File: src/rtl/fetch_stage.sv
// rtl/fetch_stage.sv - LC-3b IF stage: PC, I-memory read sequencing, IF/ID register with one-entry hold buffer
module fetch_stage #(
    parameter logic [15:0] RESET_PC = 16'h0000
) (
    input  logic        clk,
    input  logic        reset,
    output logic [15:0] imem_address,
    output logic        imem_read,
    input  logic [15:0] imem_rdata,
    input  logic        imem_resp,
    input  logic        stall,
    input  logic        redirect,
    input  logic [15:0] redirect_pc,
    output logic        if_id_valid,
    output logic [15:0] if_id_instruction,
    output logic [15:0] if_id_pc
);

    typedef enum logic [1:0] {FETCH, HOLD, DRAIN} state_t;

    state_t      state;
    logic [15:0] pc;
    logic [15:0] drain_address;
    logic [15:0] buf_instruction;
    logic [15:0] buf_pc;
    logic [15:0] pc_plus2;
    logic        done;
    logic        redirect_lsb_unused;

    assign pc_plus2            = pc + 16'd2;
    assign done                = imem_read & imem_resp;
    assign redirect_lsb_unused = redirect_pc[0];

    // While draining, the memory still owns the old request, so its address must not move.
    assign imem_address = (state == DRAIN) ? drain_address : pc;

    always_ff @(posedge clk) begin
        if (reset) begin
            state             <= FETCH;
            pc                <= RESET_PC;
            drain_address     <= 16'h0000;
            buf_instruction   <= 16'h0000;
            buf_pc            <= 16'h0000;
            imem_read         <= 1'b0;
            if_id_valid       <= 1'b0;
            if_id_instruction <= 16'h0000;
            if_id_pc          <= 16'h0000;
        end else if (redirect) begin
            pc              <= {redirect_pc[15:1], 1'b0};
            if_id_valid     <= 1'b0;
            buf_instruction <= 16'h0000;
            buf_pc          <= 16'h0000;
            imem_read       <= 1'b1;
            case (state)
                FETCH: begin
                    if (imem_read && !imem_resp) begin
                        state         <= DRAIN;
                        drain_address <= pc;
                    end else begin
                        state <= FETCH;
                    end
                end
                DRAIN:   state <= imem_resp ? FETCH : DRAIN;
                default: state <= FETCH;
            endcase
        end else begin
            case (state)
                FETCH: begin
                    imem_read <= 1'b1;
                    if (done) begin
                        if (!stall) begin
                            if_id_valid       <= 1'b1;
                            if_id_instruction <= imem_rdata;
                            if_id_pc          <= pc_plus2;
                            pc                <= pc_plus2;
                        end else begin
                            buf_instruction <= imem_rdata;
                            buf_pc          <= pc_plus2;
                            state           <= HOLD;
                            imem_read       <= 1'b0;
                        end
                    end else if (!stall) begin
                        if_id_valid <= 1'b0;
                    end
                end
                HOLD: begin
                    if (!stall) begin
                        if_id_valid       <= 1'b1;
                        if_id_instruction <= buf_instruction;
                        if_id_pc          <= buf_pc;
                        pc                <= pc_plus2;
                        state             <= FETCH;
                        imem_read         <= 1'b1;
                    end
                end
                DRAIN: begin
                    if (imem_resp) begin
                        state <= FETCH;
                    end
                end
                default: begin
                    state     <= FETCH;
                    imem_read <= 1'b1;
                end
            endcase
        end
    end

endmodule

File: config.mk
export PLATFORM = sky130hd
export DESIGN_NAME = fetch_stage
export DESIGN_NICKNAME = d
export VERILOG_FILES = /design/src/rtl/fetch_stage.sv
export SDC_FILE = /design/constraint.sdc
export NUM_CORES = 1
export LEC_CHECK = 0
export CORE_MARGIN = 2
export CORE_UTILIZATION = 30
export DETAILED_ROUTE_END_ITERATION = 6
export SLEW_MARGIN = 20
export SYNTH_ARGS = -nofsm -noshare
export SYNTH_HDL_FRONTEND = slang
export SYNTH_SLANG_ARGS = --single-unit
File: constraint.sdc
create_clock -name clk -period 2.5 [get_ports clk]
set_input_delay 0.25 -clock clk [delete_from_list [all_inputs] [get_ports clk]]
set_output_delay 0.25 -clock clk [all_outputs]
set_load 0.005 [all_outputs]
* After elaboration in Yosys (flattened, before gate mapping)
Cells that the tools add are included.
** Storage, ports and cells
- Input bits :: 37
- Output and inout port bits :: 50
- Memory bits (writable) :: 0
- Bits in read-only memories :: 0
- Latch bits :: 0
- Memories :: 0
- Flip-flop bits (word level) :: 100
** Cells by class
- Muxes and demuxes :: 31
- Divide/modulo/power cells :: 0
- Order comparisons :: 0
- Multipliers :: 0
- Reductions and logical operators :: 14
- $add $sub $neg :: 1
- Bitwise logic cells :: 2
- Eq/ne operators :: 11
- Shifts and indexed selects :: 0
** Operators by type and width (count)
- 16-bit 2-to-1 mux :: 10
- 16-bit one-hot mux with 2 select lines :: 3
- 16-bit by 2-bit adder with 16-bit output, second input constant :: 1
- 3-bit inequality test, second input constant :: 5
- 2-bit 2-to-1 mux :: 7
- 2-bit inequality test, second input constant :: 4
- 2-bit AND reduction :: 4
- 1-bit 2-to-1 mux :: 7
- 2-bit one-hot mux with 3 select lines :: 1
- 3-bit AND reduction :: 2
- 5-bit AND reduction :: 1
- 2-bit one-hot mux with 2 select lines :: 1
- 4-bit AND reduction :: 1
- 1-bit one-hot mux with 3 select lines :: 1
- 3-bit nonzero test :: 1
- 2-bit by 1-bit equality test with 1-bit output, second input constant :: 1
- 2-bit equality test, second input constant :: 1
- 2-bit logical NOT :: 1
- 1-bit one-hot mux with 2 select lines :: 1
- 2-bit nonzero test :: 1
- 2-bit OR reduction :: 1
- 1-bit AND :: 1
- 1-bit logical AND :: 1
- 1-bit logical NOT :: 1
- 1-bit NOT :: 1

* Depth between registers and ports, before layout
Gate-level depths: netlist of the first run.
- Word-level depth :: 5
- Gate-level depth with buffers :: 6

* Worst setup path after synthesis of the first run
No wires, ideal clock.
- Path kind :: flip-flop to flip-flop
- From :: reg pc[2]
- To :: reg if_id_pc[11]
- Clock period less this slack :: 1.777 ns
- Setup slack :: 0.723 ns
- Required time :: 2.367 ns
- Arrival :: 1.644 ns
- Cell stages (with the launch flop) :: 6
- Cell sequence :: dfxtp_1 ha_1 nand3_1 o31a_1 a2111oi_0 nor4_1
** On the way
- Word-level cells in the longest chain between the ends :: 4
** Ends and longest elaborated chain
- start: declaration :: line 22 : logic [15:0] pc;
- start signal: assignment :: line 49 : pc <= {redirect_pc[15:1], 1'b0};
- start signal: assignment :: line 75 : pc <= pc_plus2;
- start signal: assignment :: line 91 : pc <= pc_plus2;
- 16-bit by 2-bit adder with 16-bit output :: line 30 : assign pc_plus2 = pc + 16'd2;
- 16-bit 2-to-1 mux :: line 71 : if (!stall) begin
- 16-bit 2-to-1 mux :: line 70 : if (done) begin
- 16-bit one-hot mux with 2 select lines :: line 67 : case (state)
- end signal: assignment :: line 74 : if_id_pc <= pc_plus2;
- end signal: assignment :: line 90 : if_id_pc <= buf_pc;
- end: declaration :: line 16 : output logic [15:0] if_id_pc
Every way passes these cells. The select of a mux whose other input is x is not followed.
A chain may end at the register's enable or synchronous reset.

* Final worst setup path of the first run
- From :: reg state[1]
- To :: out imem_address[11]
** On the way
- Word-level cells in the longest chain between the ends :: 2
** Ends and longest elaborated chain
- start: declaration :: line 21 : state_t state;
- start signal: assignment :: line 63 : DRAIN: state <= imem_resp ? FETCH : DRAIN;
- 2-bit equality test :: line 35 : assign imem_address = (state == DRAIN) ? drain_address : pc;
- 16-bit 2-to-1 mux :: line 35
- end: declaration :: line 7 : output logic [15:0] imem_address,
Every way passes these cells.

==> summary.txt, run 1 <==
Run status
  – Status: finished, final reports clean

Critical path
  – Worst path cell trace: nor2b_1 > buf_4 > mux2_2 > clkdlybuf4s50_1
  – Crit path DAT: 2.09 ns
  – Crit-path slowest cell: dfxtp_1
  – Worst path max stage delay: about 0.48 ns
  – Reg2reg setup slack: approximately 0.51 ns
  – Kind of end point of the critical path: output port
  – Required time of the worst setup path: 2.25 ns
  – Crit Path Class: reg2out
  – Critical path startpoint category: register
  – CP Max Fanout: 12

Layout
  – Commonest non-fill, non-tap cell in the layout: dfxtp_1
  – Syn-to-layout area delta: 27.49%
  – Commonest non-fill, non-tap cells in the layout: 96 x dfxtp_1, 84 x nand2_1, 82 x clkdlybuf4s50_1, 64 x nor2_1, 34 x a21oi_1
  – Share of layout cells above drive strength 1: 10.98%
  – Nets: roughly 630
  – Number of diodes: 0
  – Non-filler cells in the finished layout: about 790

Global route
  – Gr usage total: 15.61%
  – First-pass GRT wire length: roughly 20,000 um
  – Pin count of the biggest net entering global routing: 75
  – Vias in the first global route: approximately 4k
  – GRT Residual Overflow: 0
  – Initial antenna violation count: 0

Floorplanning
  – Initial Util: 30.37%
  – Die H: 127.4 um
  – Die area: about 16,000 sq um
  – Core area: ~15,000 sq um
  – Die Wd: between 100 and 150 um
  – Ports: 87
  – FP Rows: 45

Clocking
  – Longest Clk Path Bufs: 2
  – Hold buffers post-CTS: 0
  – CTS Sinks: between 90 and 100
  – CTS root buffer: clkbuf_16
  – Clock Latency Late Sink: ~0.35 ns
  – CTS clk-pin slew, worst paths: 0.07 ns
  – Post-CTS resize count: 0
  – CTS H-Tree Depth: 3
  – CTS tree: built
  – Num CTS Buffers: 9
  – Post-CTS Setup Inserts: 0

Yosys
  – Synth warnings: 0
  – Sequential area share after synthesis: 42.09%
  – Seq cells post-synth: between 90 and 100
  – Synth Flop Type: dfxtp_1
  – Synth cell types: 60
  – Syn_area_per_cell: between 8 and 9 sq um
  – Post-synth ARST share: 0%
  – EDFF count, synth: 0
  – Syn Inst Count: 533
  – Post-Syn Area: approximately 4600 sq um

Placed design
  – GPL Wtd Cong: approximately 0.85
  – IO buf count: 83
  – Dpl hpwl: approximately 8200 um
  – Placed Cells incl. Taps: around 770

Timing
  – Fmax achieved: between 400 and 500 MHz
  – Final setup viols: 0
  – Slew @ Worst Pin: about 0.6 ns
  – Min Tclk post-route: 2.337 ns
  – Final Hold Fails: 0
  – RSZ-0062 raised after global routing: no
  – Final clock skew: 0.007879 ns
  – Max Transition Viols Final: 0
  – Final setup TNS: 0 ns
  – Slew headroom: just under 60%
  – Crit share post-route: roughly 93%

Detailed routing
  – Routed WL: 12,250 um
  – Post-route ant nets: 0
  – DR iter-0 viols: between 200 and 250
  – Vias/cell: between 5 and 6
  – Wire per inst: between 15 and 20 um
  – Post-route DRC: 0
  – Detailed Routing Iterations Pass 1: 5
  – Vias: 4,061

Min path
  – HP Class: in2reg

Pwr
  – Power Density: approximately 600 nW/um^2
  – Worst vdd ir: 304.3 uV
  – Pleak: about 2.1 nW

Job
  – Max Cap Violations: 0
cell families (layout without fill, tap and decap cells):
| group | Yosys count | after routing | share of synthesized area (%) |
|---|---|---|---|
| compound gates | 114 | 114 | 17.35 |
| simple gates | 220 | 220 | 23.79 |
| fa+ha+maj | 1 | 1 | 0.2740 |
| other cells | 1 | 2 | 0.08214 |
| xor+xnor | 13 | 13 | 2.494 |
| mux | 28 | 28 | 6.495 |
| flops | 96 | 96 | 42.09 |
| buf+inv | 60 | 127 | 7.427 |
registers in the layout, indices dropped and copies added, names as in the netlist:
signal and count:
pc 15, if_id_pc 15, if_id_instruction 16, drain_address 15
if_id_valid 1, buf_pc 15, buf_instruction 16, state 2
imem_read 1
per-stage QoR:
stage	instance area, sq um	setup slack [ns]	utilization (%)	power, mW	hold slack [ns]
floorplan	4569	0.7230	-	1.891	0.3287
global placement	5499	0.3430	36.58	2.072	0.4413
detailed placement	5499	0.2956	36.58	2.082	0.4470
CTS	5821	0.1501	38.72	3.577	0.3975
global route	5821	0.04503	38.72	3.689	0.3963
finish	5821	0.1634	38.72	3.536	0.3901
report_power, final:
part | leakage, nW | internal [mW] | switching (mW)
registers | 0.780 | 1.58 | 0.0499
clock network | 0.148 | 0.876 | 0.615
logic | 1.14 | 0.212 | 0.206
final timing paths:
kind	from	to	depth (start not counted)
min	reset	drain_address[9]	3
max reg2reg	pc[3]	pc[15]	5
min reg2reg	buf_pc[2]	buf_pc[2]	2
max	state[1]	imem_address[11]	4
worst max-delay path, delay by kind of cell (launching register included):
family / cells / cell delay (ns)
multiplexers: 1 / 0.36
flip-flops: 1 / 0.48
buffers and inverters: 2 / 0.67
AND/OR/NAND/NOR: 1 / 0.23
Yosys cell counts, types with 2 or more instances:
master / n / area [sq um]
buf_6: 10 / 112.6
nor2_1: 64 / 240.2
o41ai_1: 2 / 17.52
xnor2_1: 9 / 78.83
nor2b_1: 2 / 12.51
a21oi_1: 34 / 170.2
nand2_1: 84 / 315.3
o21ai_0: 16 / 80.08
a211o_1: 2 / 17.52
buf_2: 13 / 65.06
and3_1: 4 / 25.02
nand3_1: 9 / 45.04
mux2_2: 13 / 146.4
o21bai_1: 2 / 15.01
nand4_1: 2 / 12.51
nor4_1: 9 / 56.30
a311oi_1: 21 / 183.9
o31ai_1: 3 / 22.52
buf_4: 3 / 22.52
o211ai_1: 4 / 30.03
a2111oi_0: 2 / 17.52
nand4b_1: 4 / 35.03
clkbuf_1: 25 / 93.84
nor4_2: 2 / 25.02
xor2_1: 4 / 35.03
or3_1: 4 / 25.02
a211oi_1: 13 / 97.59
dfxtp_1: 96 / 1922
nor3b_1: 2 / 15.01
nor3_1: 11 / 55.05
nand2b_1: 2 / 12.51
a221oi_1: 4 / 35.03
nand3b_1: 9 / 67.56
a31oi_1: 2 / 12.51
mux2i_1: 15 / 150.1
inv_1: 8 / 30.03
final cells by class:
class                      instances  area (sq um)
timing repair buffer             103          1001
fill                            1507          9213
inverter                           8         30.03
multi-input combinational        378          2311
sequential                        96          1922
tap                              188         235.2
clock buffer                       9         225.2
clock inverter                     7         96.34
metal layers:
layer | GRT usage, % | up-vias | share of wire [%]
met2 | 25.76 | 88 | 48
met5 | 0 | - | 0
li1 | - | 2006 | -
met1 | 20.26 | 1951 | 46
met4 | 6.270 | 0 | 1.9
met3 | 2.764 | 16 | 3.6
(Power assumes the default switching activity.)
==> run 2: changes to the inputs <==
- CTS_CLUSTER_DIAMETER: unset -> 120
==> results of run 2 <==
Same layout as run 1: the final DEF is identical, and so are final timing and power.
